## src/rtl/mips_pkg.sv

```systemverilog
// Shared constants for the multicycle MIPS control path: state codes, opcodes,
// mux-select encodings and the bundled control-word type.
package mips_pkg;

  localparam logic [3:0] S_FETCH    = 4'd0;
  localparam logic [3:0] S_DECODE   = 4'd1;
  localparam logic [3:0] S_MEMADR   = 4'd2;
  localparam logic [3:0] S_MEMRD    = 4'd3;
  localparam logic [3:0] S_MEMWB    = 4'd4;
  localparam logic [3:0] S_MEMWR    = 4'd5;
  localparam logic [3:0] S_EXECUTE  = 4'd6;
  localparam logic [3:0] S_ALUWB    = 4'd7;
  localparam logic [3:0] S_BRANCH   = 4'd8;
  localparam logic [3:0] S_ADDIEXEC = 4'd9;
  localparam logic [3:0] S_ADDIWB   = 4'd10;
  localparam logic [3:0] S_JUMP     = 4'd11;

  localparam logic [5:0] OP_RTYPE = 6'b000000;
  localparam logic [5:0] OP_LW    = 6'b100011;
  localparam logic [5:0] OP_SW    = 6'b101011;
  localparam logic [5:0] OP_BEQ   = 6'b000100;
  localparam logic [5:0] OP_ADDI  = 6'b001000;
  localparam logic [5:0] OP_J     = 6'b000010;

  localparam logic [1:0] ALUOP_ADD   = 2'b00;
  localparam logic [1:0] ALUOP_SUB   = 2'b01;
  localparam logic [1:0] ALUOP_FUNCT = 2'b10;

  localparam logic [1:0] PCSRC_ALURES = 2'b00;
  localparam logic [1:0] PCSRC_ALUOUT = 2'b01;
  localparam logic [1:0] PCSRC_JUMP   = 2'b10;

  localparam logic [1:0] SRCB_B      = 2'b00;
  localparam logic [1:0] SRCB_FOUR   = 2'b01;
  localparam logic [1:0] SRCB_IMM    = 2'b10;
  localparam logic [1:0] SRCB_IMM_SH = 2'b11;

  typedef struct packed {
    logic       mem_req;
    logic       iord;
    logic       mem_write;
    logic       ir_write;
    logic       reg_dst;
    logic       mem_to_reg;
    logic       reg_write;
    logic       alu_src_a;
    logic [1:0] alu_src_b;
    logic [1:0] alu_op;
    logic [1:0] pc_src;
    logic       pc_write;
    logic       branch;
  } ctrl_t;

endpackage

```

## src/rtl/multicycle_controller.sv

```systemverilog
// Moore main-control FSM for the multicycle MIPS datapath; memReady stretches
// the fetch and data-memory states, and pcEn folds in the branch zero flag.
module multicycle_controller
  import mips_pkg::*;
(
  input  logic       clk,
  input  logic       reset,
  input  logic [5:0] opcode,
  input  logic       zero,
  input  logic       memReady,
  output logic       memReq,
  output logic       iorD,
  output logic       memWrite,
  output logic       irWrite,
  output logic       regDst,
  output logic       memToReg,
  output logic       regWrite,
  output logic       aluSrcA,
  output logic [1:0] aluSrcB,
  output logic [1:0] aluOp,
  output logic [1:0] pcSrc,
  output logic       pcEn,
  output logic       illegalOp,
  output logic [3:0] state
);

  logic [3:0] state_d, state_q;
  ctrl_t      ctrl_s;
  logic       illegal_s;

  // Next-state and per-state control word.
  always_comb begin
    ctrl_s    = '0;
    illegal_s = 1'b0;
    state_d   = state_q;
    case (state_q)
      S_FETCH: begin
        ctrl_s.mem_req   = 1'b1;
        ctrl_s.alu_src_b = SRCB_FOUR;
        ctrl_s.ir_write  = memReady;
        ctrl_s.pc_write  = memReady;
        if (memReady) state_d = S_DECODE;
        else          state_d = S_FETCH;
      end
      S_DECODE: begin
        ctrl_s.alu_src_b = SRCB_IMM_SH;
        case (opcode)
          OP_LW, OP_SW: state_d = S_MEMADR;
          OP_RTYPE:     state_d = S_EXECUTE;
          OP_BEQ:       state_d = S_BRANCH;
          OP_ADDI:      state_d = S_ADDIEXEC;
          OP_J:         state_d = S_JUMP;
          default: begin
            state_d   = S_FETCH;
            illegal_s = 1'b1;
          end
        endcase
      end
      S_MEMADR: begin
        ctrl_s.alu_src_a = 1'b1;
        ctrl_s.alu_src_b = SRCB_IMM;
        if (opcode == OP_SW) state_d = S_MEMWR;
        else                 state_d = S_MEMRD;
      end
      S_MEMRD: begin
        ctrl_s.mem_req = 1'b1;
        ctrl_s.iord    = 1'b1;
        if (memReady) state_d = S_MEMWB;
        else          state_d = S_MEMRD;
      end
      S_MEMWB: begin
        ctrl_s.mem_to_reg = 1'b1;
        ctrl_s.reg_write  = 1'b1;
        state_d           = S_FETCH;
      end
      S_MEMWR: begin
        // Strobe stays up through the stall; memory commits on memReady.
        ctrl_s.mem_req   = 1'b1;
        ctrl_s.iord      = 1'b1;
        ctrl_s.mem_write = 1'b1;
        if (memReady) state_d = S_FETCH;
        else          state_d = S_MEMWR;
      end
      S_EXECUTE: begin
        ctrl_s.alu_src_a = 1'b1;
        ctrl_s.alu_src_b = SRCB_B;
        ctrl_s.alu_op    = ALUOP_FUNCT;
        state_d          = S_ALUWB;
      end
      S_ALUWB: begin
        ctrl_s.reg_dst   = 1'b1;
        ctrl_s.reg_write = 1'b1;
        state_d          = S_FETCH;
      end
      S_BRANCH: begin
        ctrl_s.alu_src_a = 1'b1;
        ctrl_s.alu_src_b = SRCB_B;
        ctrl_s.alu_op    = ALUOP_SUB;
        ctrl_s.pc_src    = PCSRC_ALUOUT;
        ctrl_s.branch    = 1'b1;
        state_d          = S_FETCH;
      end
      S_ADDIEXEC: begin
        ctrl_s.alu_src_a = 1'b1;
        ctrl_s.alu_src_b = SRCB_IMM;
        state_d          = S_ADDIWB;
      end
      S_ADDIWB: begin
        ctrl_s.reg_write = 1'b1;
        state_d          = S_FETCH;
      end
      S_JUMP: begin
        ctrl_s.pc_src   = PCSRC_JUMP;
        ctrl_s.pc_write = 1'b1;
        state_d         = S_FETCH;
      end
      default: begin
        // Unused codes look like FETCH with every enable low, then recover.
        ctrl_s.alu_src_b = SRCB_FOUR;
        state_d          = S_FETCH;
      end
    endcase
  end

  // Output drive; reset masks every write-type strobe combinationally.
  always_comb begin
    memReq    = ctrl_s.mem_req & ~reset;
    iorD      = ctrl_s.iord;
    memWrite  = ctrl_s.mem_write & ~reset;
    irWrite   = ctrl_s.ir_write & ~reset;
    regDst    = ctrl_s.reg_dst;
    memToReg  = ctrl_s.mem_to_reg;
    regWrite  = ctrl_s.reg_write & ~reset;
    aluSrcA   = ctrl_s.alu_src_a;
    aluSrcB   = ctrl_s.alu_src_b;
    aluOp     = ctrl_s.alu_op;
    pcSrc     = ctrl_s.pc_src;
    pcEn      = (ctrl_s.pc_write | (ctrl_s.branch & zero)) & ~reset;
    illegalOp = illegal_s & ~reset;
    state     = state_q;
  end

  // State register with synchronous reset.
  always_ff @(posedge clk) begin
    if (reset) state_q <= S_FETCH;
    else       state_q <= state_d;
  end

endmodule
```

## config.mk

```make
export PLATFORM = sky130hd
export DESIGN_NAME = multicycle_controller
export DESIGN_NICKNAME = d
export VERILOG_FILES = /design/src/rtl/mips_pkg.sv /design/src/rtl/multicycle_controller.sv
export SDC_FILE = /design/constraint.sdc
export NUM_CORES = 1
export LEC_CHECK = 0
export CORE_UTILIZATION = 38
export CTS_BUF_LIST = sky130_fd_sc_hd__clkbuf_16
export DETAILED_ROUTE_END_ITERATION = 8
export PLACE_DENSITY = 0.78
export SYNTH_ARGS = -nofsm -noshare
export SYNTH_HDL_FRONTEND = slang
export SYNTH_SLANG_ARGS = --single-unit
export TNS_END_PERCENT = 20
```

## constraint.sdc

```tcl
create_clock -name clk -period 1.7 [get_ports clk]
set_input_delay 0.34 -clock clk [delete_from_list [all_inputs] [get_ports clk]]
set_output_delay 0.34 -clock clk [all_outputs]
set_load 0.01 [all_outputs]
```

### Word level (Yosys, flattened, before mapping)

Index checks and enable logic that the tools add are counted.

* bitwise operators: 9
* equality and inequality tests: 16
* reduce and logical (&&, ||, !) cells: 10
* muxes and demuxes: 21

Operator list (count)
* 4-bit case mux with 7 select lines: 1
* 4-bit case mux with 5 select lines: 1
* 4-bit by 3-bit equality test with 1-bit output, second input constant: 4
* 4-bit equality test, second input constant: 4
* 6-bit equality test, second input constant: 2
* 1-bit two-way mux: 12
* 3-bit two-way mux: 3
* 4-bit by 2-bit equality test with 1-bit output, second input constant: 2
* 2-bit case mux with 2 select lines: 2
* 8-bit OR reduction: 1
* 1-bit AND: 7
* 6-bit by 2-bit equality test with 1-bit output, second input constant: 1
* 6-bit by 3-bit equality test with 1-bit output, second input constant: 1
* 6-bit by 4-bit equality test with 1-bit output, second input constant: 1
* 6-bit logical NOT: 1
* 2-bit case mux with 3 select lines: 1
* 2-bit OR reduction: 3
* 3-bit OR reduction: 2
* 6-bit OR reduction: 1
* 4-bit by 1-bit equality test with 1-bit output, second input constant: 1
* 4-bit logical NOT: 1
* 4-bit OR reduction: 1
* 1-bit case mux with 2 select lines: 1
* 1-bit NOT: 1
* 1-bit OR: 1

* output and inout port bits: 20
* input bits: 10
* word-level logic and storage cells: 57
* flip-flop bits (word level): 4

### Logic depth before layout (Yosys ltp)

* depth after elaboration: 5
* depth in mapped cells: 5
* gate-level depth less buffers: 4

### Least setup slack after synthesis

OpenSTA, ideal clock, no wires.

* path type: flip-flop to output port
* from: register state_q[0] (netlist: state[0])
* to: output port regWrite
* path buffers: 1
* path slack: 94 ps
* data required time: 1360 ps
* stages on the path, launching flop included: 6
* arrival: 1266 ps
* path through: dfxtp_1 -> clkbuf_1 -> nand2_1 -> nor2_1 -> a21oi_1 -> nor2_1

* longest elaborated chain between the ends: 4
* elaborated cells between the ends (all ways): 6
* classes of those cells: eq/ne (3); mux (1); bitwise (1); reduce/logical (1)

RTL lines
* start, declared: RTL line multicycle_controller.sv:27 `logic [3:0] state_d, state_q;`
* start signal, assigned: RTL line multicycle_controller.sv:146 `else state_q <= state_d;`
* 4-bit equality test or 4-bit by 3-bit equality test with 1-bit output (tied branches): RTL line multicycle_controller.sv:36 `case (state_q)`
* 3-bit OR reduction (no line) *
* 1-bit two-way mux *: RTL line multicycle_controller.sv:36
* 1-bit AND *: RTL line multicycle_controller.sv:133 `regWrite = ctrl_s.reg_write & ~reset;`
* end, declared: RTL line multicycle_controller.sv:17 `output logic regWrite,`

Mark *: on every way between the ends. The rest lies on a longest branch, timed or not.

### Worst setup path in the final report

* from: input port opcode[2]
* to: output port illegalOp

* longest elaborated chain between the ends: 5
* elaborated cells between the ends (all ways): 10
* classes of those cells: eq/ne (5); mux (2); bitwise (1); reduce/logical (2)

RTL lines
* start, declared: RTL line multicycle_controller.sv:8 `input logic [5:0] opcode,`
* 6-bit equality test (tied with other cells): RTL line multicycle_controller.sv:47 `case (opcode)`
* 6-bit OR reduction (no line) *
* 1-bit two-way mux *: RTL line multicycle_controller.sv:47
* 1-bit two-way mux *: RTL line multicycle_controller.sv:36
* 1-bit AND *: RTL line multicycle_controller.sv:139 `illegalOp = illegal_s & ~reset;`
* end, declared: RTL line multicycle_controller.sv:23 `output logic illegalOp,`

Marked as above.

==> run_results.csv <==
group,metric,value,unit
synth,ys_ff_latch,4,
drt,wl,3.54,mm
drt,wl_per_cell,21.2,um
place,post-dp-hpwl,1.71,mm
synth,synth_cell_types,34,
synth,synthMuxAreaShare,3.52,%
setup_path,critical_path_class,"primary input to output port",
timing,slew_viol_final,0,
timing,skew,2.58,ps
timing,setup_viol_count_final,3,
grt,grt_pass1_vias,851,
synth,synth_compound_area_share,24.0,%
status,status,"complete, but fails checks",
clock_network,ctsHoldBuffers,0,
drt,drt-initial-drc-count,66,
clock_network,cts.root.buffer_cell,"clkbuf_16",
timing,max_freq,542,MHz
die,io-pin-count,30,
timing,hold_viol_final,0,
clock_network,cts_buffer_depth,2,
place,place.gp.congestion,0.816,
grt,track_usage,37.3,%
setup_path,end_kind,"output port",
timing,hold-worst-slack,551,ps
status,violations,"negative setup slack",
clock_network,path_clk_slew,30,ps
drt,ant_nets,0,
grt,grt_pass1_wl,3.88,mm
drt,vias,1069,
clock_network,cts_buffers,3,
setup_path,crit_arrival,1510,ps
timing,period_minus_slack,1850,ps
clock_network,clk_latency,230,ps
synth,netlist_instances,86,
die,chipHeight,40.7,um
synth,synth_nets,96,
place,io_buffers,29,
synth,synth_top_family_by_area,"simple AND/OR/NAND/NOR gates",
grt,antenna_found_initial,0,
synth,syn-mean-instance-area,6.61,um^2
cells_and_area,drive_gt1_share,55.9,%
clock_network,h-tree-depth,1,
synth,synth_top_area_share,14.1,%
synth,post_synth_main_area_contributors,"dfxtp_1 14%, nor3_1 9.7%, a21oi_1 6.2%",
timing,final.setup.tns,-253,ps
synth,synth_seq_area_share,14.1,%
flow_run,cap_violations,0,
power,leakage,0.570,nW
min_path,hold_path.class,"primary input to register",
power,power_density,512,nW/um^2
timing,timing.final.crit_share,109,%
power,irDropWorstVdd,0.582,mV
synth,synth_xor_area_share,4.63,%
die,coreArea,1350,um^2
synth,synthSimpleGateAreaFrac,44.7,%
cells_and_area,diodes,0,
synth,synth_area,568,um^2
drt,vias_per_cell,6.40,
synth,post-synth-top-area-cell,"dfxtp_1",
grt,overflow,0,
drt,dr.pass1.iters,4,
cells_and_area,fin_nets,164,
setup_path,worst_setup_path_start_kind,"primary input",
timing,rsz0062_at_grt,"true",
drt,drc,0,
die,num_rows,13,
setup_path,crit_required,1360,ps
timing,setup_ws,-145,ps
clock_network,cts.sinks,4,
timing,worstMarginPinSlew,351,ps
cells_and_area,area_growth,124,%
synth,synth-warning-count,0,
die,initial_utilization,42.1,%
cells_and_area,largest_reg_flops,4,
die,die_width,40.7,um
cells_and_area,fillers,44,
synth,synth_fa_ha_area_share,0,%
die,dieArea,1650,um^2
grt,grt_max_degree,11,
setup_path,cp_max_fo,3,
clock_network,cts_tree,"built",
timing,max_slew_margin,76.4,%
critical path: stages:
cell and delay (ps):
clkbuf_2 110, xor2_1 170, o211ai_1 310, nand2_1 140, nor4_2 260, buf_2 170
power breakdown:
group,switching [mW],internal (mW)
Sequential,0.00658,0.0921
Combinational,0.0856,0.0852
Clock,0.0811,0.302
Total,0.173,0.479
final timing paths:
path	from	to	slack (ps)	cells past startpoint
hold / removal	opcode[3]	state[2]	550	5
hold reg to reg	state[2]	state[3]	650	2
setup / recovery	opcode[2]	illegalOp	-150	6
setup reg to reg	state[1]	state[1]	60	6
kinds of logic (layout without fill, tap and decap cells):
kind of cell / count (synthesis) / count (layout)
and+or+nand+nor: 45 / 45
xor gates and xnor gates: 3 / 3
muxes: 2 / 2
AOI/OAI and AO/OA: 22 / 22
DFF: 4 / 4
buffers and inverters: 10 / 76
repair_timing:
item | 4_1_cts | 5_1_grt
setup endpoints to repair | 18 | 11
cloned | 0 | 0
buffers inserted | 1 | 3
gates resized for setup | 60 | 38
pin swaps | 4 | 8
cells in the final DEF (no fill, tap or decap), types with 2 or more instances in the layout:
cell | netlist | final
clkbuf_16 | 0 | 3
nor3_2 | 0 | 3
dlymetal6s2s_1 | 0 | 4
a21oi_1 | 7 | 6
nand2b_1 | 3 | 2
nor3_1 | 11 | 7
buf_6 | 1 | 2
buf_4 | 1 | 39
nor4_2 | 0 | 3
nand2_1 | 4 | 4
clkbuf_2 | 0 | 6
o21ai_1 | 2 | 2
o21ai_0 | 4 | 3
xor2_1 | 2 | 2
dlygate4sd2_1 | 0 | 5
o21bai_1 | 2 | 2
inv_1 | 3 | 3
dfxtp_4 | 0 | 4
buf_2 | 2 | 9
nand3_1 | 5 | 4
nor2_1 | 9 | 8
a31oi_1 | 3 | 2
or3_1 | 2 | 2
clkdlybuf4s50_1 | 0 | 4
synth_stat cells:
master	n
dfxtp_1	4
buf_2	2
xor2_1	2
or3_1	2
o211ai_1	1
or2_4	1
a21oi_1	7
nor3_1	11
nand2_1	4
nor2_1	9
nand3_1	5
or2b_1	1
a31oi_1	3
o21ai_1	2
mux2i_1	2
nand4b_1	1
nand4_1	1
inv_1	3
nand2b_1	3
buf_6	1
o21ai_0	4
inv_2	1
o31ai_1	1
clkbuf_1	2
o21bai_1	2
xnor2_1	1
and3_1	1
nor4_1	3
nor4_4	1
nand2b_2	1
o21a_1	1
a2111oi_2	1
nor3b_1	1
buf_4	1
per-stage QoR:
| step | power [mW] | setup slack [ps] | util, % | area [um^2] | instances |
|---|---|---|---|---|---|
| finish | 0.652 | -145 | 94.4 | 1270 | 167 |
| CTS | 0.621 | -246 | 89.1 | 1200 | 164 |
| global route | 0.664 | -284 | 94.4 | 1270 | 167 |
| global placement | 0.248 | -626 | 82.3 | 1110 | 160 |
| detailed placement | 0.253 | -712 | 82.3 | 1110 | 160 |
| floorplan | 0.150 | 94.3 | - | 568 | 86 |
final cells by class:
class	instances	area, um^2	share of cell area [%]
timing repair buffer	69	524	41.1
clock buffer	3	75.1	5.89
sequential	4	95.1	7.46
tap	15	18.8	1.47
inverter	4	15.0	1.18
multi-input combinational	72	547	42.9
per-layer routing:
metal  vias up  GRT usage [%]  wire, um
li1        446              -         -
met1       496           37.7      1250
met2        92           65.5      1680
met3        35           10.9       334
met4         0           25.0       275
met5         -              0         0
Power figures use the tool's default switching activity.
